===== src/rtl/free_list.sv =====
// free_list: circular free list of physical register tags; dequeue/phys_reg at head, enqueue at tail, flush refills, free_count/is_free_list_empty from pointers
module free_list #(
  parameter int PHYS_REG_BITS = 6,
  parameter int DEPTH = 32
) (
  input  logic                     clk,
  input  logic                     rst,
  input  logic                     dequeue,
  output logic [PHYS_REG_BITS-1:0] phys_reg,
  output logic                     is_free_list_empty,
  input  logic                     enqueue,
  input  logic [PHYS_REG_BITS-1:0] enqueue_preg,
  input  logic                     flush,
  output logic [$clog2(DEPTH):0]   free_count
);
  localparam int IW = $clog2(DEPTH);
  localparam int PW = IW + 1;
  logic [PHYS_REG_BITS-1:0] mem_q [DEPTH];
  logic [PHYS_REG_BITS-1:0] mem_d [DEPTH];
  logic [IW:0] head_q, head_d, tail_q, tail_d;
  logic full, enq_ok, deq_ok;
  assign full = head_q[IW-1:0] == tail_q[IW-1:0] && head_q[IW] != tail_q[IW];
  assign is_free_list_empty = head_q == tail_q;
  assign free_count = tail_q - head_q;
  assign phys_reg = mem_q[head_q[IW-1:0]];
  assign enq_ok = enqueue && enqueue_preg != '0 && !full;
  assign deq_ok = dequeue && !is_free_list_empty && !flush;
  always_comb begin
    tail_d = tail_q + PW'(enq_ok);
    head_d = flush ? {~tail_d[IW], tail_d[IW-1:0]} : head_q + PW'(deq_ok);
    mem_d = mem_q;
    if (enq_ok) mem_d[tail_q[IW-1:0]] = enqueue_preg;
  end
  always_ff @(posedge clk) begin
    if (rst) begin
      head_q <= '0;
      tail_q <= {1'b1, {IW{1'b0}}};
      for (int i = 0; i < DEPTH; i++) mem_q[i] <= PHYS_REG_BITS'(32 + i);
    end else begin
      head_q <= head_d;
      tail_q <= tail_d;
      mem_q <= mem_d;
    end
  end
  a_enq_full: assert property (@(posedge clk) disable iff (rst) !(enqueue && enqueue_preg != '0 && full));
endmodule


===== config.mk =====
export PLATFORM = sky130hd
export DESIGN_NAME = free_list
export DESIGN_NICKNAME = d
export VERILOG_FILES = /design/src/rtl/free_list.sv
export SDC_FILE = /design/constraint.sdc
export NUM_CORES = 1
export LEC_CHECK = 0
export ABC_AREA = 1
export CAP_MARGIN = 40
export CORE_MARGIN = 2
export CORE_UTILIZATION = 65
export CTS_CLUSTER_DIAMETER = 40
export DETAILED_ROUTE_END_ITERATION = 16
export PLACE_DENSITY = 0.84
export SYNTH_ARGS = -nofsm -noshare
export SYNTH_HDL_FRONTEND = slang
export SYNTH_SLANG_ARGS = --single-unit

===== constraint.sdc =====
create_clock -name clk -period 5.5 [get_ports clk]
set_input_delay 0.825 -clock clk [delete_from_list [all_inputs] [get_ports clk]]
set_output_delay 0.825 -clock clk [all_outputs]
set_load 0.02 [all_outputs]

Word-level counts from Yosys, hierarchy flattened
Index checks and enable logic that the tools add are counted.
Widths: inputs -> output; s select.
{ "totals": {"latchBits": 0, "memories": 0, "ram_bits": 0, "out_inout_bits": 13, "input_bits": 11, "rom_bits": 0, "elab_cells": 63, "reg_bits": 204} }
{ "classes": {"shift": 0, "mul": 0, "mux": 7, "n_div": 0, "magnitude_cmp": 3, "addsub": 3, "n_reduce_logical": 10, "n_eq_ne": 3, "n_bitwise": 3} }
{ "op_table": {"columns": ["op", "n"], "rows": [
  ["$bwmux 192", 1],
  ["$bmux 6 s5", 1],
  ["$demux 6 s5", 1],
  ["$mux 6", 4],
  ["$add 6x1->6", 2],
  ["$ge 6x6->1 const B", 2],
  ["$not 5->6", 2],
  ["$eq 6x6->1", 1],
  ["$logic_and 1x1->1", 6],
  ["$lt 6x1->1 const B", 1],
  ["$reduce_bool 6->1", 1],
  ["$sub 6x6->6", 1],
  ["$eq 5x5->1", 1],
  ["$logic_not 1->1", 3],
  ["$ne 1x1->1", 1],
  ["$not 1->1", 1]
]} }

Logic depth before layout (Yosys ltp)
Gate-level depths: netlist of run 1.
{ "depth": {"ltp_word": 7, "mapped_depth": 15, "ltp_nobuf": 12} }

Least setup slack after synthesis of run 1
OpenSTA, ideal clock, no wires.
{ "synth_path": {"path_type": "flip-flop to flip-flop", "startpoint": "reg head_q[1]", "endpoint": "reg head_q[4]", "path_slack_ns": 2.717, "path_stages_with_launch": 14, "period_less_slack_ns": 2.783, "arrival_ns": 2.662, "n_path_buf": 3, "t_required_ns": 5.378, "setup_time_ns": 0.122, "path_cell_list": "dfxtp_1 clkbuf_1 inv_1 buf_2 buf_2 ha_1 nand2_1 nor3_1 nor2_1 ha_1 ha_1 nand2_1 xor2_1 a21oi_1"} }
{ "synth_via": {"elab_chain_cells": 6, "elab_cells_between_ends": 11, "classes_between": "add/sub: 2; eq/ne: 2; mux: 1; reduce/logical: 6"} }
{ "synth_rtl": {"columns": ["element", "line", "text"], "rows": [
  ["start, declared", "20", "logic [IW:0] head_q, head_d, tail_q, tail_d;"],
  ["start signal, assigned", "36", "head_q <= '0;"],
  ["start signal, assigned", "40", "head_q <= head_d;"],
  ["$eq 6x6->1", "23", "assign is_free_list_empty = head_q == tail_q;"],
  ["net is_free_list_empty", "10", "output logic is_free_list_empty,"],
  ["$logic_not 1->1", "27", "assign deq_ok = dequeue && !is_free_list_empty && !flush;"],
  ["$logic_and 1x1->1 (2 in a row)", "27", null],
  ["$add 6x1->6", "30", "head_d = flush ? {~tail_d[IW], tail_d[IW-1:0]} : head_q + PW'(deq_ok);"],
  ["$mux 6", "30", null]
]} }
The timed path passes the listed nets, and every way through them passes these cells.
A chain may end at the register's enable or synchronous reset.

Worst setup path after layout of run 1
{ "layout_path": {"startpoint": "reg head_q[0]", "endpoint": "out phys_reg[4]"} }
{ "layout_via": {"elab_chain_cells": 4} }
{ "layout_rtl": {"columns": ["element", "line", "text"], "rows": [
  ["$not 5->6 (not written as such)", "25", "assign phys_reg = mem_q[head_q[IW-1:0]];"],
  ["$bmux 6 s5", "25", null],
  ["$mux 6 (not written as such) (2 in a row)", "25", null],
  ["end, declared", "9", "output logic [PHYS_REG_BITS-1:0] phys_reg,"]
]} }
No other way between the ends. The select of a mux whose other input is x is not followed.

==> results.cfg, run 1 <==
[layout]
antenna_cells = 0
fin_area_um2 = 12040
register_area_um2 = 4089
nNetsFinal = 1670
drive_above_1_share = 0.07228
multi_input_area_um2 = 5443
fillers = 1278
syn_to_final_growth_pct = 13.32
stdcell_count = 1890
final_util = 0.7551

[worst_setup_path]
cp_num_buf_inv = 4
start_kind = flop
critPathArrivalTime_ns = 3.47
cp_common_cell = nand2_1
max_stage_delay_ns = 0.61
reg2reg_setup_slack_ns = 2.34
crit_type = flop to output port
endpoint_kind = output port
worstPathMaxFanout = 52
required_ns = 4.68
worstPathCellList = inv_2, buf_4, nand2_1, nand3_1, nand3_1, nand2_1, nor2_1, nand2_1, nand2_1, inv_1, clkdlybuf4s50_1
cp_top_family = buffers and inverters
crit_slowest_cell = inv_2

[floorplan]
dieWidth_um = 131.8
initial_core_util = 0.6663
core-area_um2 = 15940
io_pins = 24
die_area_um2 = 17380
rows = 46
fp.dieH_um = 131.8

[synth]
synth_area_leaders = dfxtp_1 38%, nand2_1 19%, nand3_1 17%
synth_top_area_share = 0.3845
synth_area_per_cell_um2 = 6.342
ys_async_sr_fraction = 0
yosysWarnings = 0
synth_edf_count = 0
synth_flop_cell = dfxtp_1
yosys.cell_count.top_type = nand2_1
yosys_register_bits = 204
netlist_instances = 1675
yosys.area.top_type = dfxtp_1
synth_cell_type_count = 29
seq_area_frac_synth = 0.3845
synth_commonest_cells = 529 x nand2_1, 362 x nand3_1, 218 x nor2_1
syn_nets = 1696
synth.cell_area_um2 = 10620

[global_route]
grt_max_degree = 121
grt.overflow.total = 0
grt_use_total = 0.3600
grt_first_pass_wirelength_mm = 51.12
antenna_found_initial = 0
grt_pass1_vias = 10169

[detailed_routing]
met2_length_mm = 14.01
route.met3.wl_mm = 3.567
via_per_inst = 5.803
route.detailed.drc = 0
routed.top_layer = met4
dr.pass1.iters = 7
drtIter0Drc = 1548
vias = 10967
ant_nets = 0
wl_per_cell_um = 16.67
wirelength_mm = 31.51
met1Wirelength_mm = 12.45

[clocking]
cts_resized = 0
clock_latency_ns = 0.51
cts_root_buf = clkbuf_16
cts_tree = done
cts_buffer_depth = 3
cts_setup_buffers = 0
cts_hold_buf = 0
cts_sinks = 204
clk_pin_slew_ns = 0.05
cts_made_buffers = 35
ctsHtreeMaxLevel = 2

[timing]
slew_viol_final = 0
hold_violations = 0
period_minus_slack_ns = 4.291
rsz0062_at_grt = no
finalSetupViolCount = 0
fin_crit_sh = 0.7803
worst_hold_slack_ns = 0.4676
fin_setup_tns_ns = 0
worst_pin_slew_ns = 0.9110
timing.fmax_ghz = 0.2330
fin_skew_ns = 0.01569
max_slew_margin = 0.3905

[worst_hold_path]
min_path_type = flop to flop

[job]
maxCapViolations = 0

[placed_design]
dp.cells = 1828
place.detailed.hpwl_mm = 18.93
portBuffers = 23
gp_congestion = 0.9838
place_area_um2 = 10810

[power_and_ir_drop]
ir_worst_vdd_mv = 0.3726
leakage_nw = 6.419
powerDensity_nw_per_um2 = 379.1

[run_status]
status = finished, final reports clean
-- metrics by stage --
stage | worst slack, ns | total power [mW]
final | 1.209 | 4.564
after global routing | 1.038 | 4.686
after CTS | 1.259 | 4.546
after detailed placement | 1.824 | 2.297
after global placement | 1.874 | 2.282
after floorplan | 2.717 | 2.093
-- registers in the layout (all words and copies together) (netlist names) --
name / cells
tail_q: 6
mem_q: 192
head_q: 6
-- power breakdown --
part / leakage [nW] / internal (mW) / switching (mW)
clock: 0.605 / 1.51 / 0.760
sequential: 1.65 / 1.51 / 0.0330
combinational: 4.16 / 0.218 / 0.536
-- cells by family after synthesis --
family	synth area share
and+or+nand+nor	0.4691
buffers and inverters	0.1039
DFF	0.3845
AOI/OAI and AO/OA	0.02026
xor gates and xnor gates	0.009776
adders and majority gates	0.01249
-- tightest hold or removal path, delay by kind of cell, from the launching register on --
kind | cells | cell delay [ns]
AND/OR/NAND/NOR | 2 | 0.11
flip-flops | 1 | 0.33
-- path summary, 6_finish.rpt --
check,start,end,cells after the start
worst max-delay path,head_q[0],phys_reg[4],11
worst min-delay path,mem_q[4],mem_q[4],2
worst max register to register,head_q[3],mem_q[186],8
worst min register to register,mem_q[4],mem_q[4],2
-- cells in the final DEF (no fill, tap or decap), types with 6 or more instances in the layout --
cell               n
buf_4             18
nand2_1          529
a21oi_1           18
o21ai_0           10
nor2_1           218
nand3_2           25
clkdlybuf4s50_1   23
clkbuf_8           6
dfxtp_1          202
nand3_1          362
inv_1            158
ha_1               9
clkbuf_16         36
xor2_1             6
clkinv_2           7
-- layout make-up --
type                    instances  area share
clock inverters                18     0.01954
multi-input cells            1203      0.4521
inverters                     163     0.05124
repair buffers                 42     0.03264
well taps                     216     0.02245
flip-flops and latches        204      0.3397
clock buffers                  44     0.08232
-- per-layer routing --
metal	vias up	global-route usage
met4	0	0.1655
met5	-	0
met1	4986	0.4847
met3	123	0.06536
li1	5220	-
met2	638	0.5649
(Power assumes the default switching activity.)
==> inputs of run 2 (changes only) <==
- CORE_UTILIZATION: 65 -> 63
- PLACE_DENSITY: 0.84 -> 0.82
- clock period: 5.5 -> 4.3 ns (I/O delays scaled with it)
==> run 2 against run 1 <==
  * Routed wire length decreased by 2.8%
  * First-iteration DRC count decreased by 23%
  * Count of clock-buffer cells in the layout decreased by 6
  * Final area decreased by 0.97%
  * Critical path type unchanged
  * Register-to-register slack got worse by 1.2 ns
  * Hold slack got worse by 0.0078 ns
  * Cell count unchanged
==> results.cfg, run 2 (synthesis results as in run 1) <==
[run_status]
status = finished, final reports clean

[placed_design]
place_area_um2 = 10850
place.detailed.hpwl_mm = 18.01
portBuffers = 23
gp_congestion = 0.9129
place_ws_ns = 1.197

[clocking]
cts_resized = 0
cts_setup_buffers = 0
clock_latency_ns = 0.55
clk_pin_slew_ns = 0.06
cts_buffer_depth = 3
cts_root_buf = clkbuf_16
cts_tree = done
cts_made_buffers = 31
cts_sinks = 204
cts_hold_buf = 0
ctsHtreeMaxLevel = 1

[worst_setup_path]
start_kind = flop
max_stage_delay_ns = 0.63
cp_top_family = buffers and inverters
crit_type = flop to output port
crit_slowest_cell = clkdlybuf4s50_1
critPathArrivalTime_ns = 3.06
endpoint_kind = output port
worstPathMaxFanout = 64
worstPathCellList = buf_4, ha_1, fa_1, o21ai_0, xor2_1, clkdlybuf4s50_1
cp_num_buf_inv = 2
required_ns = 3.65

[layout]
largest_reg_flops = 192
final_cell_mix = 529 x nand2_1, 362 x nand3_1, 218 x nor2_1
reg_top3 = mem_q: 192 flops, head_q: 6 flops, tail_q: 6 flops
antenna_cells = 0
drive_above_1_share = 0.07126
regMostFlops = mem_q
fin_area_um2 = 11920
final_util = 0.7214
final_common_cell = nand2_1
nNetsFinal = 1668
syn_to_final_growth_pct = 12.23

[global_route]
grt.overflow.total = 0
grt_first_pass_wirelength_mm = 50.20
grt_use_total = 0.3452
grt_pass1_vias = 9870
grt_max_degree = 96
antenna_found_initial = 0

[detailed_routing]
wirelength_mm = 30.63
dr.pass1.iters = 6
vias = 10735
wl_per_cell_um = 16.21
route.detailed.drc = 0
drtIter0Drc = 1193
via_per_inst = 5.680
ant_nets = 0

[power_and_ir_drop]
switching_share = 0.3069
leakage_nw = 6.347
powerDensity_nw_per_um2 = 464.1
power_switching_mw = 1.698
ir_worst_vdd_mv = 0.4925
p_int_mw = 3.835
clkPwrFrac = 0.464
pwr-share-comb = 0.183
power_mw = 5.533
p_seq_frac = 0.352

[floorplan]
dieWidth_um = 133.9
io_pins = 24
rows = 47
core-area_um2 = 16520
die_area_um2 = 17920
fp.dieH_um = 133.9
initial_core_util = 0.6428

[timing]
timing.fmax_ghz = 0.2699
rsz0062_at_grt = no
worst_pin_slew_ns = 0.7528
slew_viol_final = 0
fin_crit_sh = 0.8616
hold_violations = 0
period_minus_slack_ns = 3.705
finalSetupViolCount = 0
max_slew_margin = 0.4981
fin_setup_tns_ns = 0
worst_slack_ns = 0.5953
fin_skew_ns = 0.01364

[worst_hold_path]
min_path_type = flop to flop

[job]
maxCapViolations = 0
[run 2: cell types whose count changed in the layout (fill, tap and decap cells not counted)]
cell / change
buf_12: +3
buf_16: -1
bufinv_16: -2
clkbuf_1: -2
clkbuf_16: -5
clkbuf_8: +1
clkinv_2: -3
clkinv_4: +1
clkinvlp_4: +3
inv_6: +1
[run 2: worst min-delay path, delay by kind of cell, from the launching register on]
kind / cells / cell delay, ns
flip-flops: 1 / 0.33
AND/OR/NAND/NOR: 2 / 0.10
[run 2: per-stage QoR]
stage,instances,hold slack [ns]
finish,1890,0.4598
floorplan,1675,0.4287
detailed placement,1834,0.4439
global route,1890,0.4840
CTS,1890,0.4572
global placement,1834,0.4383
[run 2: power groups by stage]
stage	logic [mW]	clock network (mW)	registers [mW]
4_1_cts	0.989	2.57	1.95
3_5_place_dp	0.982	0	1.99
6_report	1.01	2.57	1.95
2_1_floorplan	0.699	0	1.98
3_3_place_gp	0.973	0	1.99
5_1_grt	1.09	2.66	1.95
[run 2: path summary, 6_finish.rpt]
path / slack, ns / depth (start not counted) / endpoint / from
worst min-delay path: 0.46 / 2 / mem_q[0] / mem_q[0]
worst max register to register: 1.10 / 10 / mem_q[82] / head_q[1]
worst max-delay path: 0.60 / 6 / free_count[4] / head_q[0]
worst min register to register: 0.46 / 2 / mem_q[0] / mem_q[0]
[run 2: cell type report]
class                      instances  area, um^2
sequential                       204        4089
fill                            1379        4603
timing repair buffer              44       425.4
clock buffer                      38       872.1
clock inverter                    18       200.2
multi-input combinational       1203        5443
tap                              220       275.3
inverter                         163       616.8
[run 2: routing by layer]
| layer | vias up | global-route usage | share of wire |
|---|---|---|---|
| met5 | - | 0 | 0 |
| met4 | 0 | 0.1253 | 0.029 |
| met3 | 74 | 0.07861 | 0.11 |
| met2 | 585 | 0.5399 | 0.44 |
| met1 | 4867 | 0.4696 | 0.42 |
| li1 | 5209 | - | - |
==> inputs of run 3 (changes only) <==
- CORE_UTILIZATION: 63 -> 64
- DONT_BUFFER_PORTS: not set -> 1
- PLACE_DENSITY: 0.82 -> 0.81
==> run 3 against run 2 <==
  * Flip-flop and latch count is the same
  * Via count is 1.1% lower
  * Critical path depth rose by 3
  * Fmax increased by 12%
  * Final area is 2.6% lower
  * Register-to-register slack better by 0.34 ns
  * Die area shrank 1.5%
  * Critical endpoint is now phys_reg[0]
  * Highest routed layer unchanged
==> results.cfg, run 3 (synthesis results as in run 1) <==
[run_status]
status = finished, final reports clean

[detailed_routing]
vias = 10616
drtIter0Drc = 982
ant_nets = 0
wirelength_mm = 30.12
via_per_inst = 5.704
dr.pass1.iters = 6
route.detailed.drc = 0
wl_per_cell_um = 16.18

[clocking]
ctsHtreeMaxLevel = 1
cts_buffer_depth = 3
cts_root_buf = clkbuf_16
cts_resized = 0
cts_sinks = 204
cts_made_buffers = 30
cts_hold_buf = 0
clk_pin_slew_ns = 0.06
clock_latency_ns = 0.54
cts_tree = done
cts_setup_buffers = 0

[timing]
timing.fmax_ghz = 0.3017
finalSetupViolCount = 0
worst_slack_ns = 0.9852
worst_hold_slack_ns = 0.1711
slew_viol_final = 0
worst_pin_slew_ns = 0.7192
fin_crit_sh = 0.7709
fin_setup_tns_ns = 0
hold_violations = 0
fin_skew_ns = 0.01465
period_minus_slack_ns = 3.315
max_slew_margin = 0.5205
rsz0062_at_grt = no

[floorplan]
core-area_um2 = 16410
rows = 47
die_area_um2 = 17650
fp.dieH_um = 132.8
io_pins = 24
initial_core_util = 0.6474
dieWidth_um = 132.8

[power_and_ir_drop]
power_mw = 5.285
powerDensity_nw_per_um2 = 455.4
ir_worst_vdd_mv = 0.3415
leakage_nw = 6.219

[job]
maxCapViolations = 0

[layout]
regMostFlops = mem_q
syn_to_final_growth_pct = 9.258
nNetsFinal = 1638
antenna_cells = 0
final_cell_mix = 529 x nand2_1, 362 x nand3_1, 218 x nor2_1
largest_reg_flops = 192
stdcell_count = 1861
final_common_cell = nand2_1
reg_top3 = mem_q: 192 flops, head_q: 6 flops, tail_q: 6 flops
drive_above_1_share = 0.06703

[worst_setup_path]
worstPathMaxFanout = 47
start_kind = flop
crit_type = flop to output port
critPathArrivalTime_ns = 2.67
endpoint_kind = output port
required_ns = 3.65

[placed_design]
portBuffers = 0
dp.cells = 1805
place_ws_ns = 1.533
gp_congestion = 0.9719
place.detailed.hpwl_mm = 18.32

[global_route]
antenna_found_initial = 0
grt_max_degree = 108
grt_first_pass_wirelength_mm = 49.65
grt_use_total = 0.3418
grt_pass1_vias = 10001
grt.overflow.total = 0

[worst_hold_path]
min_path_type = input port to flop
## run 3: cell types whose count changed in the layout (fill, tap and decap cells not counted)
cell	previous run	this run
clkbuf_8	7	3
buf_12	3	2
clkbuf_1	0	3
clkinvlp_4	5	3
clkinv_4	3	2
clkdlybuf4s50_1	23	0
clkinv_2	4	8
buf_4	18	12
buf_16	0	1
## run 3: worst paths after layout
| kind | startpoint | endpoint | slack [ns] | cells after the start |
|---|---|---|---|---|
| worst max-delay path | head_q[0] | phys_reg[0] | 0.99 | 9 |
| worst min-delay path | rst | head_q[0] | 0.17 | 1 |
| worst max register to register | head_q[3] | mem_q[118] | 1.44 | 10 |
| worst min register to register | mem_q[3] | mem_q[3] | 0.46 | 2 |
## run 3: critical path, cell delays in order (launching register included)
cell and delay, ns:
dfxtp_4 0.54, buf_4 0.53, nand2_1 0.12, o21ai_0 0.10, nand2_1 0.07, a21oi_1 0.26
nor2_1 0.11, nand2_1 0.08, nand2_1 0.11, inv_1 0.18
## run 3: per-stage QoR
step,area (um^2),util
2_1_floorplan,10620,-
3_3_place_gp,10530,0.6420
3_5_place_dp,10580,0.6449
4_1_cts,11610,0.7074
5_1_grt,11610,0.7074
6_report,11610,0.7074
## run 3: report_power, final
group	total, mW	internal, mW	switching [mW]
logic	0.858	0.211	0.647
registers	1.96	1.92	0.0362
clock network	2.47	1.55	0.913
total	5.28	3.69	1.60
## run 3: cell type report
class	instances	area [um^2]
Multi-Input combinational cell	1203	5443
Inverter	163	616.8
Sequential cell	204	4089
Clock inverter	19	196.4
Clock buffer	37	828.3
Fill cell	1391	4801
Tap cell	220	275.3
Timing Repair Buffer	15	157.7
## run 3: per-layer routing
metal	vias up	wire, um	GRT usage
met5	-	0	0
met1	4855	12320	0.4500
met4	0	897	0.1266
met3	87	2996	0.07471
met2	519	13900	0.5530
li1	5155	-	-
